--- src/rtl/serial_subtractor_if.sv ---
// Operand and result valid/ready channels of the bit-serial subtractor.
// The master is the producer/consumer side and the slave is the subtractor.
interface serial_subtractor_if #(
  parameter int WIDTH = 4
);
  logic             start_valid;
  logic             start_ready;
  logic [WIDTH-1:0] a;
  logic [WIDTH-1:0] b;
  logic             bin;
  logic             res_valid;
  logic             res_ready;
  logic [WIDTH-1:0] diff;
  logic             borrow;
  logic             ovf;

  modport master (
    output start_valid, a, b, bin, res_ready,
    input  start_ready, res_valid, diff, borrow, ovf
  );

  modport slave (
    input  start_valid, a, b, bin, res_ready,
    output start_ready, res_valid, diff, borrow, ovf
  );
endinterface

--- src/rtl/serial_subtractor.sv ---
// Bit-serial two's-complement subtractor: diff = a - b - bin, LSB first,
// computed as a + ~b + ~bin through one full-adder cell.
module serial_subtractor_chk #(
  parameter int WIDTH = 4
) (
  input logic             clk,
  input logic             rst_n,
  input logic             start_ready,
  input logic             busy,
  input logic             res_valid,
  input logic             res_ready,
  input logic [WIDTH-1:0] diff,
  input logic             borrow,
  input logic             ovf
);
  // A pending result must stay valid and frozen until the consumer accepts it.
  a_hold: assert property (@(posedge clk) disable iff (!rst_n)
    (res_valid && !res_ready) |=> (res_valid && $stable(diff) && $stable(borrow) && $stable(ovf)));

  // Ready to accept exactly when idle.
  a_ready: assert property (@(posedge clk) disable iff (!rst_n)
    start_ready == !busy);

  // A valid result only exists outside IDLE.
  a_valid_busy: assert property (@(posedge clk) disable iff (!rst_n)
    res_valid |-> busy);
endmodule

module serial_subtractor #(
  parameter int WIDTH = 4
) (
  input  logic               clk,
  input  logic               rst_n,
  serial_subtractor_if.slave io,
  output logic               busy
);
  localparam int CW = (WIDTH > 2) ? $clog2(WIDTH) : 1;
  localparam logic [CW-1:0] CNT_ZERO = CW'(0);
  localparam logic [CW-1:0] CNT_ONE  = CW'(1);
  localparam logic [CW-1:0] CNT_LAST = CW'(WIDTH - 1);

  typedef enum logic [1:0] {
    ST_IDLE = 2'd0,
    ST_RUN  = 2'd1,
    ST_DONE = 2'd2
  } state_t;

  function automatic logic fa_sum(input logic x, input logic y, input logic ci);
    return x ^ y ^ ci;
  endfunction

  function automatic logic fa_carry(input logic x, input logic y, input logic ci);
    return (x & y) | (ci & (x ^ y));
  endfunction

  state_t           state_r;
  state_t           state_nxt_s;
  logic [WIDTH-1:0] a_sr_r;
  logic [WIDTH-1:0] nb_sr_r;
  logic [WIDTH-1:0] res_sr_r;
  logic             c_r;
  logic [CW-1:0]    cnt_r;
  logic             sum_s;
  logic             cout_s;
  logic             last_bit_s;
  logic             accept_s;
  logic             res_hs_s;
  logic [WIDTH-1:0] res_full_s;

  assign sum_s      = fa_sum(a_sr_r[0], nb_sr_r[0], c_r);
  assign cout_s     = fa_carry(a_sr_r[0], nb_sr_r[0], c_r);
  assign last_bit_s = (cnt_r == CNT_LAST);
  assign accept_s   = io.start_valid && (state_r == ST_IDLE);
  assign res_hs_s   = io.res_ready && (state_r == ST_DONE);
  assign res_full_s = {sum_s, res_sr_r[WIDTH-1:1]};

  // State register.
  always_ff @(posedge clk or negedge rst_n) begin
    if (!rst_n) begin
      state_r <= ST_IDLE;
    end else begin
      state_r <= state_nxt_s;
    end
  end

  // Next-state decode.
  always_comb begin
    state_nxt_s = state_r;
    case (state_r)
      ST_IDLE: begin
        if (accept_s) state_nxt_s = ST_RUN;
        else          state_nxt_s = ST_IDLE;
      end
      ST_RUN: begin
        if (last_bit_s) state_nxt_s = ST_DONE;
        else            state_nxt_s = ST_RUN;
      end
      ST_DONE: begin
        if (res_hs_s) state_nxt_s = ST_IDLE;
        else          state_nxt_s = ST_DONE;
      end
      default: state_nxt_s = ST_IDLE;
    endcase
  end

  // Status decoded from state.
  always_comb begin
    io.start_ready = 1'b0;
    busy           = 1'b1;
    case (state_r)
      ST_IDLE: begin
        io.start_ready = 1'b1;
        busy           = 1'b0;
      end
      ST_RUN, ST_DONE: begin
        io.start_ready = 1'b0;
        busy           = 1'b1;
      end
      default: begin
        io.start_ready = 1'b0;
        busy           = 1'b1;
      end
    endcase
  end

  // Serial datapath and registered result outputs.
  always_ff @(posedge clk or negedge rst_n) begin
    if (!rst_n) begin
      a_sr_r       <= {WIDTH{1'b0}};
      nb_sr_r      <= {WIDTH{1'b0}};
      res_sr_r     <= {WIDTH{1'b0}};
      c_r          <= 1'b0;
      cnt_r        <= CNT_ZERO;
      io.diff      <= {WIDTH{1'b0}};
      io.borrow    <= 1'b0;
      io.ovf       <= 1'b0;
      io.res_valid <= 1'b0;
    end else begin
      case (state_r)
        ST_IDLE: begin
          if (accept_s) begin
            a_sr_r  <= io.a;
            nb_sr_r <= ~io.b;
            c_r     <= ~io.bin;
            cnt_r   <= CNT_ZERO;
          end
        end
        ST_RUN: begin
          a_sr_r   <= {1'b0, a_sr_r[WIDTH-1:1]};
          nb_sr_r  <= {1'b0, nb_sr_r[WIDTH-1:1]};
          res_sr_r <= res_full_s;
          c_r      <= cout_s;
          cnt_r    <= cnt_r + CNT_ONE;
          if (last_bit_s) begin
            // c_r here is the carry into the MSB; the adder's carry-out is the inverted borrow.
            io.diff      <= res_full_s;
            io.borrow    <= ~cout_s;
            io.ovf       <= c_r ^ cout_s;
            io.res_valid <= 1'b1;
          end
        end
        ST_DONE: begin
          if (io.res_ready) io.res_valid <= 1'b0;
        end
        default: io.res_valid <= 1'b0;
      endcase
    end
  end

  serial_subtractor_chk #(.WIDTH(WIDTH)) u_chk (
    .clk         (clk),
    .rst_n       (rst_n),
    .start_ready (io.start_ready),
    .busy        (busy),
    .res_valid   (io.res_valid),
    .res_ready   (io.res_ready),
    .diff        (io.diff),
    .borrow      (io.borrow),
    .ovf         (io.ovf)
  );
endmodule

--- src/flat_wrapper.sv ---
// flat-port wrapper written by rule: the top's interface ports become plain ports
module serial_subtractor_flat 
#(
  parameter int WIDTH = 4
)
  (clk, rst_n, busy, io_start_valid, io_a, io_b, io_bin, io_res_ready, io_start_ready, io_res_valid, io_diff, io_borrow, io_ovf);
  serial_subtractor_if #(.WIDTH(WIDTH)) io_i ();
  input  logic clk;
  input  logic rst_n;
  output logic busy;
  input wire logic [$bits(io_i.start_valid)-1:0] io_start_valid;
  input wire logic [$bits(io_i.a)-1:0] io_a;
  input wire logic [$bits(io_i.b)-1:0] io_b;
  input wire logic [$bits(io_i.bin)-1:0] io_bin;
  input wire logic [$bits(io_i.res_ready)-1:0] io_res_ready;
  output wire logic [$bits(io_i.start_ready)-1:0] io_start_ready;
  output wire logic [$bits(io_i.res_valid)-1:0] io_res_valid;
  output wire logic [$bits(io_i.diff)-1:0] io_diff;
  output wire logic [$bits(io_i.borrow)-1:0] io_borrow;
  output wire logic [$bits(io_i.ovf)-1:0] io_ovf;
  assign io_i.start_valid = io_start_valid;
  assign io_i.a = io_a;
  assign io_i.b = io_b;
  assign io_i.bin = io_bin;
  assign io_i.res_ready = io_res_ready;
  assign io_start_ready = io_i.start_ready;
  assign io_res_valid = io_i.res_valid;
  assign io_diff = io_i.diff;
  assign io_borrow = io_i.borrow;
  assign io_ovf = io_i.ovf;
  serial_subtractor #(.WIDTH(WIDTH)) u_core (.clk(clk), .rst_n(rst_n), .io(io_i), .busy(busy));
endmodule
--- config.mk ---
export PLATFORM = sky130hd
export DESIGN_NAME = serial_subtractor_flat
export DESIGN_NICKNAME = d
export VERILOG_FILES = /design/src/rtl/serial_subtractor_if.sv /design/src/rtl/serial_subtractor.sv /design/src/flat_wrapper.sv
export SDC_FILE = /design/constraint.sdc
export NUM_CORES = 1
export LEC_CHECK = 0
export BUFFER_PORTS_ARGS = -buffer_cell sky130_fd_sc_hd__buf_2
export CAP_MARGIN = 25
export CORE_ASPECT_RATIO = 1.25
export CORE_UTILIZATION = 35
export CTS_CLUSTER_DIAMETER = 30
export DETAILED_ROUTE_END_ITERATION = 10
export MAX_ROUTING_LAYER = met4
export PLACE_DENSITY = 0.62
export SYNTH_ARGS = -nofsm -noshare
export SYNTH_HDL_FRONTEND = slang
export SYNTH_SLANG_ARGS = --single-unit
export TNS_END_PERCENT = 1
--- constraint.sdc ---
create_clock -name clk -period 1.51 [get_ports clk]
set_clock_uncertainty 0.15 [all_clocks]
set_input_delay 0.0755 -clock clk [delete_from_list [all_inputs] [get_ports clk]]
set_output_delay 0.0755 -clock clk [all_outputs]
set_load 0.02 [all_outputs]
Word level (Yosys, flattened, before mapping)
Cells that the tools add are included.
Word-level totals
  input port bits: 13
  bits in registers: 24
  word-level logic and storage cells: 51
  output and inout port bits: 9
Cells by class
  equal/unequal tests: 6
  add/sub/neg operators: 1
  bitwise gates (word level): 10
  muxes and demuxes: 17
  reductions and logical operators: 7
Operators with widths (number)
  4-bit case mux with 2 select lines: 2
  4-bit 2-to-1 mux: 2
  1-bit 2-to-1 mux: 6
  2-bit 2-to-1 mux: 3
  2-bit case mux with 3 select lines: 1
  2-bit == test (second input constant): 2
  2-bit by 1-bit inequality test with 1-bit output (second input constant): 2
  4-bit inverter: 1
  2-bit case mux with 2 select lines: 1
  2-bit AND reduction: 2
  1-bit inverter: 3
  1-bit case mux with 3 select lines: 1
  3-bit AND reduction: 1
  1-bit XOR: 3
  2-bit by 1-bit adder with 2-bit output (second input constant): 1
  1-bit bitwise AND: 2
  2-bit by 1-bit == test with 1-bit output (second input constant): 1
  1-bit logical AND: 2
  2-bit logical NOT: 1
  2-bit inequality test (second input constant): 1
  1-bit case mux with 2 select lines: 1
  2-bit nonzero test: 1
  1-bit OR: 1

Logic depth before layout (Yosys ltp)
  word-level depth: 4
  mapped depth: 5
  gate-level depth less buffers: 4

Worst setup path after synthesis
Ideal clock, no wire load.
  kind: register -> register
  start: register u_core.state_r[0]
  end: register u_core.nb_sr_r[1]
  required time: 1.237 ns
  clock period less this slack: 1.463 ns
  stages on the path, launching flop included: 5
  library setup time: 0.123 ns
  buffers on the path: 1
  setup slack: 0.047 ns
  data arrival time: 1.190 ns
  path through: dfrtp_1 buf_6 nor2_1 nand3_1 o221a_2
On the way
  cells in the longest elaborated chain, start to end: 4
  elaborated cells between the ends (all ways): 7
  those cells by class: eq/ne: 2; mux: 1; reduce/logical: 4
RTL lines
  from (decl): RTL line serial_subtractor.sv:56  | state_t state_r;
  from (signal assigned): RTL line serial_subtractor.sv:82  | state_r <= state_nxt_s;
  2-bit logical NOT: RTL line serial_subtractor.sv:73, serial_subtractor.sv:139
  1-bit logical AND: RTL line serial_subtractor.sv:73  | assign accept_s = io.start_valid && (state_r == ST_IDLE);
  2-bit by 1-bit inequality test with 1-bit output (no line)
  2-bit AND reduction (no line)
  to (signal assigned): RTL line serial_subtractor.sv:130  | nb_sr_r <= {WIDTH{1'b0}};
  to (signal assigned): RTL line serial_subtractor.sv:143  | nb_sr_r <= ~io.b;
  to (signal assigned): RTL line serial_subtractor.sv:150  | nb_sr_r <= {1'b0, nb_sr_r[WIDTH-1:1]};
  to (decl): RTL line serial_subtractor.sv:59  | logic [WIDTH-1:0] nb_sr_r;
Parallel ways exist; a longest one is shown, timed or not.
A chain may end at the register's enable or synchronous reset.

Worst setup path in the final report
  start: register u_core.c_r
  end: register u_core.io.borrow
On the way
  cells in the longest elaborated chain, start to end: 3
RTL lines
  from (decl): RTL line serial_subtractor.sv:61  | logic c_r;
  from (signal assigned): RTL line serial_subtractor.sv:144  | c_r <= ~io.bin;
  from (signal assigned): RTL line serial_subtractor.sv:152  | c_r <= cout_s;
  1-bit bitwise AND: RTL line serial_subtractor.sv:53  | return (x & y) | (ci & (x ^ y));
  1-bit OR: RTL line serial_subtractor.sv:53
  1-bit inverter: RTL line serial_subtractor.sv:157  | io.borrow <= ~cout_s;
  to (signal assigned): RTL line serial_subtractor.sv:157
  to (decl): RTL line serial_subtractor_if.sv:24  | output start_ready, res_valid, diff, borrow, ovf
No other way between the ends.

==> results.py <==
metrics = {
    "timing": {
        "hold_violations": 0,
        "worst_slew_pin_slew_ns": 0.5160,
        "setup_violations": 0,
        "fmaxAchievable_mhz": 700.5,
        "tns_ns": 0,
        "slew_viol_final": 0,
        "slew_headroom_pct": 65.60,
        "rsz0062_at_grt": "no",
        "whs_ns": 0.02045,
        "min_period_ns": 1.428,
        "finalCritPeriodShare_pct": 94.54,
    },
    "synthesis": {
        "post-synth-top-area-cell": "dfrtp_1",
        "synth_cell_types": 25,
        "ys_ff_latch": 23,
        "yosys_warnings": 0,
        "syn_nets": 111,
        "synthCells": 96,
        "seq_area_frac_synth_pct": 53.80,
        "synth_area_leaders": "dfrtp_1 54%, nand2_1 6.7%, o21ai_0 4.7%",
        "syn_area_um2": 1070,
        "syn_area_per_cell_um2": 11.14,
        "synth_top_area_share_pct": 53.80,
    },
    "status": {
        "status": "finished, final reports clean",
    },
    "clocking": {
        "cts_buffers": 3,
        "cts_setup_buffers": 0,
        "htreeDepth": 1,
        "cts_tree": "done",
        "path_clk_slew_ns": 0.12,
        "clock_path_buffers": 2,
        "clock_sinks": 23,
        "clock_latency_ns": 0.31,
        "cts_root_buffer": "clkbuf_4",
    },
    "route": {
        "wire_per_inst_um": 12.59,
        "postRouteAntennaNets": 0,
        "drc_errors": 0,
        "finalWirelength_um": 2103,
        "via_count": 814,
        "first_pass_iters": 4,
        "first_iter_violations": 13,
        "viasPerCell": 4.874,
    },
    "floorplan": {
        "die_h_um": 63.81,
        "initial_core_util_pct": 36.66,
        "fp.dieW_um": 51.45,
        "rows": 22,
        "num_io_pins": 22,
        "dieArea_um2": 3283,
        "core_area_um2": 2918,
    },
    "critical_path": {
        "end_kind": "flop",
        "worstSetupPathType": "reg -> reg",
        "cp.arrival_ns": 1.48,
        "required_ns": 1.57,
        "path_max_fanout": 3,
        "crit_path_start_kind": "flop",
    },
    "grt": {
        "first_global_vias": 857,
        "grt_max_degree": 24,
        "grt_pass1_wl_um": 3801,
        "grtUsageTotal_pct": 15.87,
        "grt_antenna_before_repair": 0,
        "grt_overflow": 0,
    },
    "placed_design": {
        "dp_hpwl_um": 1550,
        "place.gp.congestion": 0.7915,
        "portBuffers": 21,
    },
    "power": {
        "p_per_area_nw_per_um2": 2013,
        "p_leak_uw": 0.0006612,
        "ir_drop_uv": 923.9,
    },
    "cells_and_area": {
        "n_antenna_cell": 0,
        "drive_gt1_share_pct": 32.06,
        "nets": 147,
        "syn2layout_area_growth_pct": 25.26,
    },
    "run": {
        "cap_violations": 0,
    },
    "hold_path": {
        "min_path_type": "in -> reg",
    },
}
routing by layer:
| layer | track usage, % | part of all wire [%] | up-vias |
|---|---|---|---|
| met5 | - | 0 | - |
| met4 | 5.068 | 1.3 | 0 |
| met3 | 2.143 | 2.9 | 3 |
| met2 | 26.46 | 52 | 20 |
| met1 | 19.66 | 43 | 386 |
| li1 | - | - | 405 |
timing repair:
item,CTS,global route
endpoints found under the hold margin,30,0
pin swaps,0,0
setup endpoints to repair,2,5
gates resized for setup,1,3
hold buffers,8,0
where the power goes:
group          switching (uW)  internal [uW]  leakage, uW
registers                 213            906     0.000282
clock network             178            103    0.0000150
logic                     696            601     0.000364
cells by family (layout without fill, tap and decap cells):
| family | count (synthesis) | after routing | share of synthesized area (%) |
|---|---|---|---|
| mux | 4 | 4 | 4.210 |
| fa+ha+maj | 2 | 2 | 3.041 |
| buf+inv | 9 | 44 | 5.263 |
| flops | 23 | 23 | 53.80 |
| compound gates | 24 | 24 | 15.67 |
| xor+xnor | 1 | 1 | 0.8189 |
| simple gates | 33 | 33 | 17.19 |
critical path, stage by stage (launching register included):
cell and delay, ns:
dfrtp_1 0.37, inv_1 0.06, fa_1 0.47, mux2_2 0.28
cell usage after synthesis:
cell type and number:
dfrtp_1 23, nand2_1 19, o21ai_0 10, inv_1 6, mux2_2 4, nor2_1 4, a221o_1 3, buf_6 3
o31ai_1 3, a21oi_1 2, a2bb2oi_1 2, nand2b_1 2, nand3_1 2, o22a_1 2, a211o_1 1, fa_1 1
ha_1 1, nand2b_2 1, nand2b_4 1, nand3b_1 1, nand3b_4 1, nor2_4 1, nor2b_4 1, o221a_2 1
xor2_1 1
state kept, by name (all words and copies together), names as in the netlist:
register             flops
u_core.state_r           2
u_core.io.ovf            1
u_core.nb_sr_r           4
u_core.io.res_valid      1
u_core.cnt_r             2
u_core.io.diff           4
u_core.c_r               1
u_core.a_sr_r            4
u_core.io.borrow         1
u_core.res_sr_r          3
layout make-up:
cell class                      instances  area (um2)
Tap cell                               36       45.04
Inverter                                6       22.52
Timing Repair Buffer                   34       222.7
Fill cell                             307        1578
Sequential cell                        23       578.1
Clock buffer                            4       26.28
Multi-Input combinational cell         64       445.4
cells in the final DEF, fill, tap and decap left out, types with 2 or more instances in the layout:
master and count:
buf_2 21, dfrtp_1 21, nand2_1 19, o21ai_0 10
dlygate4sd3_1 8, inv_1 6, buf_4 5, mux2_2 4
nor2_1 3, o31ai_1 3, a221o_1 3, clkbuf_4 3
nor2_4 2, nand2b_1 2, a21oi_1 2, nand3_1 2
a2bb2oi_1 2, o22a_1 2, dfrtp_2 2
through the flow:
step                total power, uW  util (%)  cell area, um2  worst slack, ns  std cells
finish                         2697     45.93            1340          0.08239        167
global route                   2943     45.93            1340          0.02600        167
CTS                            2716     45.67            1333          0.01225        167
detailed placement             2406     41.94            1224          0.08021        155
global placement               2370     41.94            1224          0.08833        155
floorplan                      2047         -            1070          0.04718         96
path summary, 6_finish.rpt:
kind / from / to / slack (ns) / cells after the start
worst max-delay path: u_core.c_r / u_core.io.borrow / 0.08 / 3
max in group asynchronous: rst_n / u_core.state_r[0] / 0.73 / 2
worst min-delay path: io_bin / u_core.c_r / 0.02 / 3
min in group asynchronous: rst_n / u_core.res_sr_r[3] / 0.11 / 2
worst min register to register: u_core.res_sr_r[1] / u_core.res_sr_r[1] / 0.34 / 2
worst max register to register: u_core.c_r / u_core.io.borrow / 0.08 / 3
(Power assumes the default switching activity.)
